$ cat config.mk
export PLATFORM = sky130hd
export DESIGN_NAME = hazard_scoreboard
export DESIGN_NICKNAME = d
export VERILOG_FILES = /design/src/rtl/hazard_scoreboard.sv
export SDC_FILE = /design/constraint.sdc
export NUM_CORES = 1
export LEC_CHECK = 0
export CAP_MARGIN = 10
export CORE_ASPECT_RATIO = 0.7
export CORE_MARGIN = 2
export CORE_UTILIZATION = 52
export DETAILED_ROUTE_END_ITERATION = 6
export HOLD_SLACK_MARGIN = 0.02
export PLACE_DENSITY_LB_ADDON = 0.05
export SETUP_SLACK_MARGIN = 0.2
export SLEW_MARGIN = 40
export SYNTH_ARGS = -nofsm -noshare
export SYNTH_HDL_FRONTEND = slang
export SYNTH_SLANG_ARGS = --single-unit
export TNS_END_PERCENT = 5
$ cat constraint.sdc
create_clock -name clk -period 4.5 [get_ports clk]
set_input_delay 0.9 -clock clk [delete_from_list [all_inputs] [get_ports clk]]
set_output_delay 0.9 -clock clk [all_outputs]
set_load 0.1 [all_outputs]
$ cat src/rtl/hazard_scoreboard.sv
// Pipeline hazard controller: per-register pending-write scoreboard, RAW stall, branch flush, stall watchdog.
// Optional performance counters are enabled by defining HAZARD_PERF_CNT_EN.
module hazard_scoreboard #(
    parameter int NUM_REGS    = 32,
    parameter int CNT_W       = 2,
    parameter int STALL_LIMIT = 16
) (
    input  logic                clk,
    input  logic                reset,
    input  logic                id_valid,
    input  logic [4:0]          id_rs,
    input  logic [4:0]          id_rt,
    input  logic                id_use_rs,
    input  logic                id_use_rt,
    input  logic                id_reg_write,
    input  logic [4:0]          id_rd,
    input  logic                ex_branch_taken,
    input  logic                wb_reg_write,
    input  logic [4:0]          wb_rd,
    output logic                pc_write,
    output logic                if_id_write,
    output logic                if_id_flush,
    output logic                id_ex_bubble,
    output logic                issue,
    output logic [NUM_REGS-1:0] busy_mask,
    output logic [1:0]          state,
    output logic [2:0]          err,
    output logic [31:0]         stall_cycles,
    output logic [31:0]         flush_cycles
);
    localparam logic [1:0] ST_RUN   = 2'd0;
    localparam logic [1:0] ST_STALL = 2'd1;
    localparam logic [1:0] ST_FLUSH = 2'd2;
    localparam logic [1:0] ST_HALT  = 2'd3;

    localparam int SR_W = $clog2(STALL_LIMIT + 1);
    localparam logic [CNT_W-1:0] CNT_MAX = '1;
    localparam logic [SR_W-1:0]  SR_LAST = SR_W'(STALL_LIMIT - 1);

    logic [1:0]          state_reg, state_next;
    logic [SR_W-1:0]     stall_run_reg, stall_run_next;
    logic [2:0]          err_reg, err_next;
    logic [NUM_REGS-1:0] ovf_vec, unf_vec;
    logic                halted, hazard, wd_trip;
    logic                stall_cycle, flush_cycle;

    assign halted = (state_reg == ST_HALT);

    // A register retiring in WB this cycle still reads as busy: the register file is not write-through.
    assign hazard = id_valid & ((id_use_rs & busy_mask[id_rs]) | (id_use_rt & busy_mask[id_rt]));

    // Cycle classes after priority resolution; reset is handled separately.
    assign flush_cycle = ~halted & ex_branch_taken;
    assign stall_cycle = ~halted & ~ex_branch_taken & hazard;
    assign wd_trip     = stall_cycle & (stall_run_reg == SR_LAST);

    always_comb begin
        pc_write     = 1'b1;
        if_id_write  = 1'b1;
        if_id_flush  = 1'b0;
        id_ex_bubble = 1'b0;
        issue        = id_valid;
        if (reset) begin
            pc_write     = 1'b0;
            if_id_write  = 1'b0;
            if_id_flush  = 1'b1;
            id_ex_bubble = 1'b1;
            issue        = 1'b0;
        end else if (halted) begin
            pc_write     = 1'b0;
            if_id_write  = 1'b0;
            id_ex_bubble = 1'b1;
            issue        = 1'b0;
        end else if (ex_branch_taken) begin
            if_id_flush  = 1'b1;
            id_ex_bubble = 1'b1;
            issue        = 1'b0;
        end else if (hazard) begin
            pc_write     = 1'b0;
            if_id_write  = 1'b0;
            id_ex_bubble = 1'b1;
            issue        = 1'b0;
        end
    end

    // Per-register pending-write counters; register 0 is hardwired idle.
    genvar gi;
    generate
        for (gi = 0; gi < NUM_REGS; gi++) begin : g_reg
            if (gi == 0) begin : g_zero
                assign busy_mask[gi] = 1'b0;
                assign ovf_vec[gi]   = 1'b0;
                assign unf_vec[gi]   = 1'b0;
            end else begin : g_track
                logic [CNT_W-1:0] cnt_reg;
                logic             inc, dec;

                assign inc = issue & id_reg_write & (id_rd == 5'(gi));
                assign dec = wb_reg_write & (wb_rd == 5'(gi));

                assign busy_mask[gi] = (cnt_reg != '0);
                assign ovf_vec[gi]   = inc & ~dec & (cnt_reg == CNT_MAX);
                assign unf_vec[gi]   = dec & ~inc & (cnt_reg == '0);

                always_ff @(posedge clk) begin
                    if (reset) begin
                        cnt_reg <= '0;
                    end else if (inc && !dec && cnt_reg != CNT_MAX) begin
                        cnt_reg <= cnt_reg + 1'b1;
                    end else if (dec && !inc && cnt_reg != '0) begin
                        cnt_reg <= cnt_reg - 1'b1;
                    end
                end
            end
        end
    endgenerate

    always_comb begin
        state_next     = ST_RUN;
        stall_run_next = '0;
        if (halted) begin
            state_next     = ST_HALT;
            stall_run_next = stall_run_reg;
        end else if (ex_branch_taken) begin
            state_next = ST_FLUSH;
        end else if (hazard) begin
            state_next     = wd_trip ? ST_HALT : ST_STALL;
            stall_run_next = stall_run_reg + 1'b1;
        end
    end

    assign err_next = err_reg | {wd_trip, |ovf_vec, |unf_vec};

    always_ff @(posedge clk) begin
        if (reset) begin
            state_reg     <= ST_RUN;
            stall_run_reg <= '0;
            err_reg       <= '0;
        end else begin
            state_reg     <= state_next;
            stall_run_reg <= stall_run_next;
            err_reg       <= err_next;
        end
    end

    assign state = state_reg;
    assign err   = err_reg;

`ifdef HAZARD_PERF_CNT_EN
    logic [31:0] stall_cnt_reg, flush_cnt_reg;

    // Both counters freeze in HALT because the cycle classes exclude it.
    always_ff @(posedge clk) begin
        if (reset) begin
            stall_cnt_reg <= '0;
            flush_cnt_reg <= '0;
        end else begin
            if (stall_cycle) stall_cnt_reg <= stall_cnt_reg + 32'd1;
            if (flush_cycle) flush_cnt_reg <= flush_cnt_reg + 32'd1;
        end
    end

    assign stall_cycles = stall_cnt_reg;
    assign flush_cycles = flush_cnt_reg;
`else
    assign stall_cycles = 32'd0;
    assign flush_cycles = 32'd0;
`endif

endmodule

# Word-level counts from Yosys, hierarchy flattened
# Index checks and enable logic that the tools add are counted.
# W data, S select, Z words.
# word_totals
wordCells	852
latch_bits	0
memories	0
output_inout_bits	106
reg_bits	72
romBits	0
mem_bits_rw	0
input_bits	28
# op_classes
multipliers	0
n_shift	0
bitwise_logic	259
n_eq_ne	126
n_mux	87
div	0
reduce_logical	281
order_cmp	2
add_sub_neg	63
# ops
op	count
$and A1 B1 Y1	193
$eq A5 B5 Y1 const B	32
$mux W2	66
$logic_and A1 B1 Y1	124
$reduce_bool A2 Y1	62
$eq A5 B4 Y1 const B	17
$eq A2 B2 Y1 const B	32
$not A1 Y1	64
$add A2 B1 Y2 const B	31
$logic_not A1 Y1	62
$logic_not A2 Y1	31
$ne A2 B2 Y1 const B	31
$reduce_or A31 Y1	2
$sub A2 B1 Y2 const B	31
$eq A5 B3 Y1 const B	8
$eq A5 B2 Y1 const B	4
$mux W1	17
$lt A5 B6 Y1 const B	2
$bmux W1 S5	2
$eq A5 B1 Y1 const B	2
$mux W5	2
$add A5 B1 Y5 const B	1
$or A3 B3 Y3	1
$or A1 B1 Y1	1

# Logic depth before layout (Yosys ltp)
# logic_depth
word_depth	17
mapped_depth	15
ltp_nobuf	12

# Worst setup path after synthesis
# Ideal clock, no wire load.
# synth_timing
path_type	in2out
from	input id_rt[2]
to	output pc_write
n_path_buf	3
path_slack_ps	-634
t_required_ps	3600
arrival_ps	4234
stages	13
path_cell_list	buf_2 > buf_4 > o21ai_0 > o21ai_0 > a311oi_1 > a211oi_1 > nor3_2 > nand3_1 > nand2_1 > nor2_1 > nor2_1 > nor2b_1 > buf_4
# synth_between
elab_chain_len	9
# synth_rtl
element	line	source
start, declared	12	input logic [4:0] id_rt,
$bmux W1 S5	50	assign hazard = id_valid & ((id_use_rs & busy_mask[id_rs]) | (id_use_rt & busy_mask[id_rt]));
$mux W1 (implied by the code)	50	
$and A1 B1 Y1	50	
$or A1 B1 Y1	50	
$and A1 B1 Y1	50	
$mux W1 (4 in a row)	--	
end, declared	20	output logic pc_write,
# Every way passes these cells. The select of a mux whose other input is x is not followed.

# Final worst setup path
# layout_timing
from	input id_rs[1]
to	output issue
# layout_between
elab_chain_len	9
# layout_rtl
element	line	source
start, declared	11	input logic [4:0] id_rs,
$bmux W1 S5	50	
$mux W1 (implied by the code)	50	
$and A1 B1 Y1	50	
$or A1 B1 Y1	50	
$and A1 B1 Y1	50	
$mux W1	78	end else if (hazard) begin
$mux W1	74	end else if (ex_branch_taken) begin
$mux W1	69	end else if (halted) begin
$mux W1	63	if (reset) begin
end, declared	24	output logic issue,
# Every way passes these cells. The select of a mux whose other input is x is not followed.

==> results.ini <==
[clock_network]
clock_latency_ns = 0.35
cts_num_sinks = 72
cts_tree = done
clockRootBuffer = clkbuf_16
h-tree-depth = 3
hold_buffers = 0
clockBufferDepth = 2
cts_buffers = 9
cts.clk_slew.worst_paths_ns = 0.06

[yosys]
synth_compound_area_frac = 0.280
synthTopCellsByArea = dfxtp_1, buf_4, nand2_1
synthMuxAreaShare = 0.0158
synth_ff_type = dfxtp_1
synth_xor_area_frac = 0.00443
synth.top_cell.area_share = 0.243
async_flop_share = 0
synth_top_cell_by_area = dfxtp_1
synth_top_family_by_area = simple AND/OR/NAND/NOR gates
syn_inst = 871
ys_warn_count = 0
synth_common_cells = nand2_1, nor2_1, dfxtp_1
synth_edf_count = 0
synth_area_um2 = 5930
synth_fa_ha_area_frac = 0.00422
syn_avg_cell_area_um2 = 6.81
synth-simple-area-share = 0.316
ys_types = 67
seq_area_frac_synth = 0.243
ys_ff_latch = 72

[placed_design]
port_buffers = 68
dp_hpwl_um = 18900
gp_congestion = 0.985
dp_slack_ns = -0.628

[worst_hold_path]
holdCritPathClass = flop to flop
whs_endpoint = err[2]
hold_start = err[2]
holdPathStages = 2

[routing]
drc = 0
drt_wl_total_um = 24400
wl_per_cell_um = 20.6
dr.first_iter.drc_count = 859
vias = 7358
routed_via_density = 6.22
drt_first_pass_iters = 7
postRouteAntennaNets = 0

[worst_setup_path]
path_cells = clkdlybuf4s50_1 > mux4_2 > a2111oi_1 > nor3_2 > buf_4 > nand4b_4 > buf_12 > inv_1 > buf_12
r2r-end = err[0]
worstPathArrival_ns = 3.37
critPathMaxStageDelay_ns = 0.60
crit_start = id_rs[1]
reg2reg_slack_ns = 0.71
r2r.worst_path.cells = 15
crit_type = input pin to primary output
critical_path.endpoint_type = primary output
crit_path_top_delay_cell = clkdlybuf4s50_1
required_ns = 3.60
start_kind = input pin
worstPathBufferInverterCount = 5
r2r_start = g_reg[28].g_track.cnt_reg[1]
critPathTopFamily = buffers and inverters
cpMostUsedCell = buf_12
path_max_fanout = 11

[timing]
rsz0062_at_grt = true
max_freq_ghz = 0.234
clock_skew_ns = 0.0125
hold_viol = 0
timing.final.crit_period_ns = 4.27
setup_viol = 0
slew_headroom = 0.442
slew_viol_final = 0
min_period_over_period = 0.949
setup_slack_ns = 0.230
worstMarginPinSlew_ns = 0.837

[layout]
drive_gt1_frac = 0.203
regArea_um2 = 1440
fill_cells = 981
multi_input_area_um2 = 4020
largest_reg_flops = 62
final_util = 0.676
layout-area-overhead-vs-synth_pct = 26.0
nets = 1054

[job]
maxCapViolCount = 0

[pwr]
p_sw_uw = 707
leakagePower_uw = 0.00309
pwr-share-comb = 0.273
p_sw_frac = 0.376
internal_power_uw = 1170
pwr-share-seq = 0.342
powerDensity_nw_per_um2 = 251
p_clk_frac = 0.385
irDropWorstVdd_mv = 0.196

[global_routing]
grt_pass1_wl_um = 37100
grt_max_degree = 72
grt_pass1_vias = 6670
gr-total-overflow = 0
track_usage = 0.392
antenna_found_initial = 2

[floorplan]
die_x_um = 132
start_util = 0.537
die_area_um2 = 12300
num_io_pins = 134
core_um2 = 11100
die_height_um = 93.4
rows = 32

[run_status]
status = completed

## how the worst max path moves through the flow
| stage | endpoint | slack (ns) | cells past startpoint |
|---|---|---|---|
| finish | issue | 0.23 | 9 |
| global route | if_id_write | 0.16 | 13 |
| CTS | pc_write | 0.20 | 13 |
| detailed placement | err[0] | -0.63 | 15 |
| global placement | err[0] | -0.69 | 15 |
| floorplan | pc_write | 0.30 | 13 |
## power by group through the flow
stage | clock network (µW) | logic, µW | registers (µW)
floorplan | 0 | 404 | 671
global placement | 0 | 489 | 657
detailed placement | 0 | 488 | 657
CTS | 720 | 492 | 643
global route | 747 | 526 | 643
finish | 722 | 513 | 643
## tightest hold or removal path, cell delays in order, from the launching register on
cell and delay (ns):
dfxtp_1 0.33, a21oi_1 0.05, nor2_1 0.08
## placed cells by master (no fill, tap or decap), types with 13 or more instances in the layout
cell type and n:
a21oi_1 71, inv_1 49, buf_4 104, buf_2 37, nand4_1 13, dfxtp_1 72
a211oi_1 21, nor2_1 101, clkdlybuf4s50_1 22, or2_2 15, nand2b_1 14, conb_1 65
nor3_1 30, nand2_1 103, nand3_1 40, o21ai_0 58
## cell families after synthesis
kind of cell	after synthesis
compound gates	255
other cells	1
flops	72
mux	5
buf+inv	145
xor+xnor	3
simple gates	388
fa+ha+maj	2
## layout make-up
type                            instances  share of cell area
Inverter                               49              0.0246
Timing Repair Buffer                  174               0.181
Sequential cell                        72               0.193
Clock inverter                          4             0.00603
Clock buffer                           12              0.0316
Multi-Input combinational cell        718               0.538
Tap cell                              153              0.0256
Antenna cell                            1            0.000335
## per-layer routing
metal | up-vias | global-route usage | routed length (µm)
met2 | 535 | 0.589 | 10000
met1 | 3420 | 0.508 | 10000
met4 | 2 | 0.130 | 770
met3 | 84 | 0.168 | 3600
met5 | - | 0 | 13
li1 | 3317 | - | -
## timing repair
item	in CTS	in global routing
gates cloned	0	1
pin swaps	2	9
gates resized for setup	14	23
buffers inserted	1	5
endpoints found under the setup margin	7	6
## per-stage QoR
stage,setup TNS [ns],hold WS (ns),instances,cell area (µm²),power [µW]
detailed placement,-1.49,0.467,1159,7030,1150
global route,0,0.523,1182,7470,1920
global placement,-1.61,0.471,1159,7210,1150
CTS,0,0.493,1176,7360,1860
floorplan,0,0.457,935,6180,1070
finish,0,0.490,1183,7470,1880
Note: power is estimated with default switching activity, not from simulation.
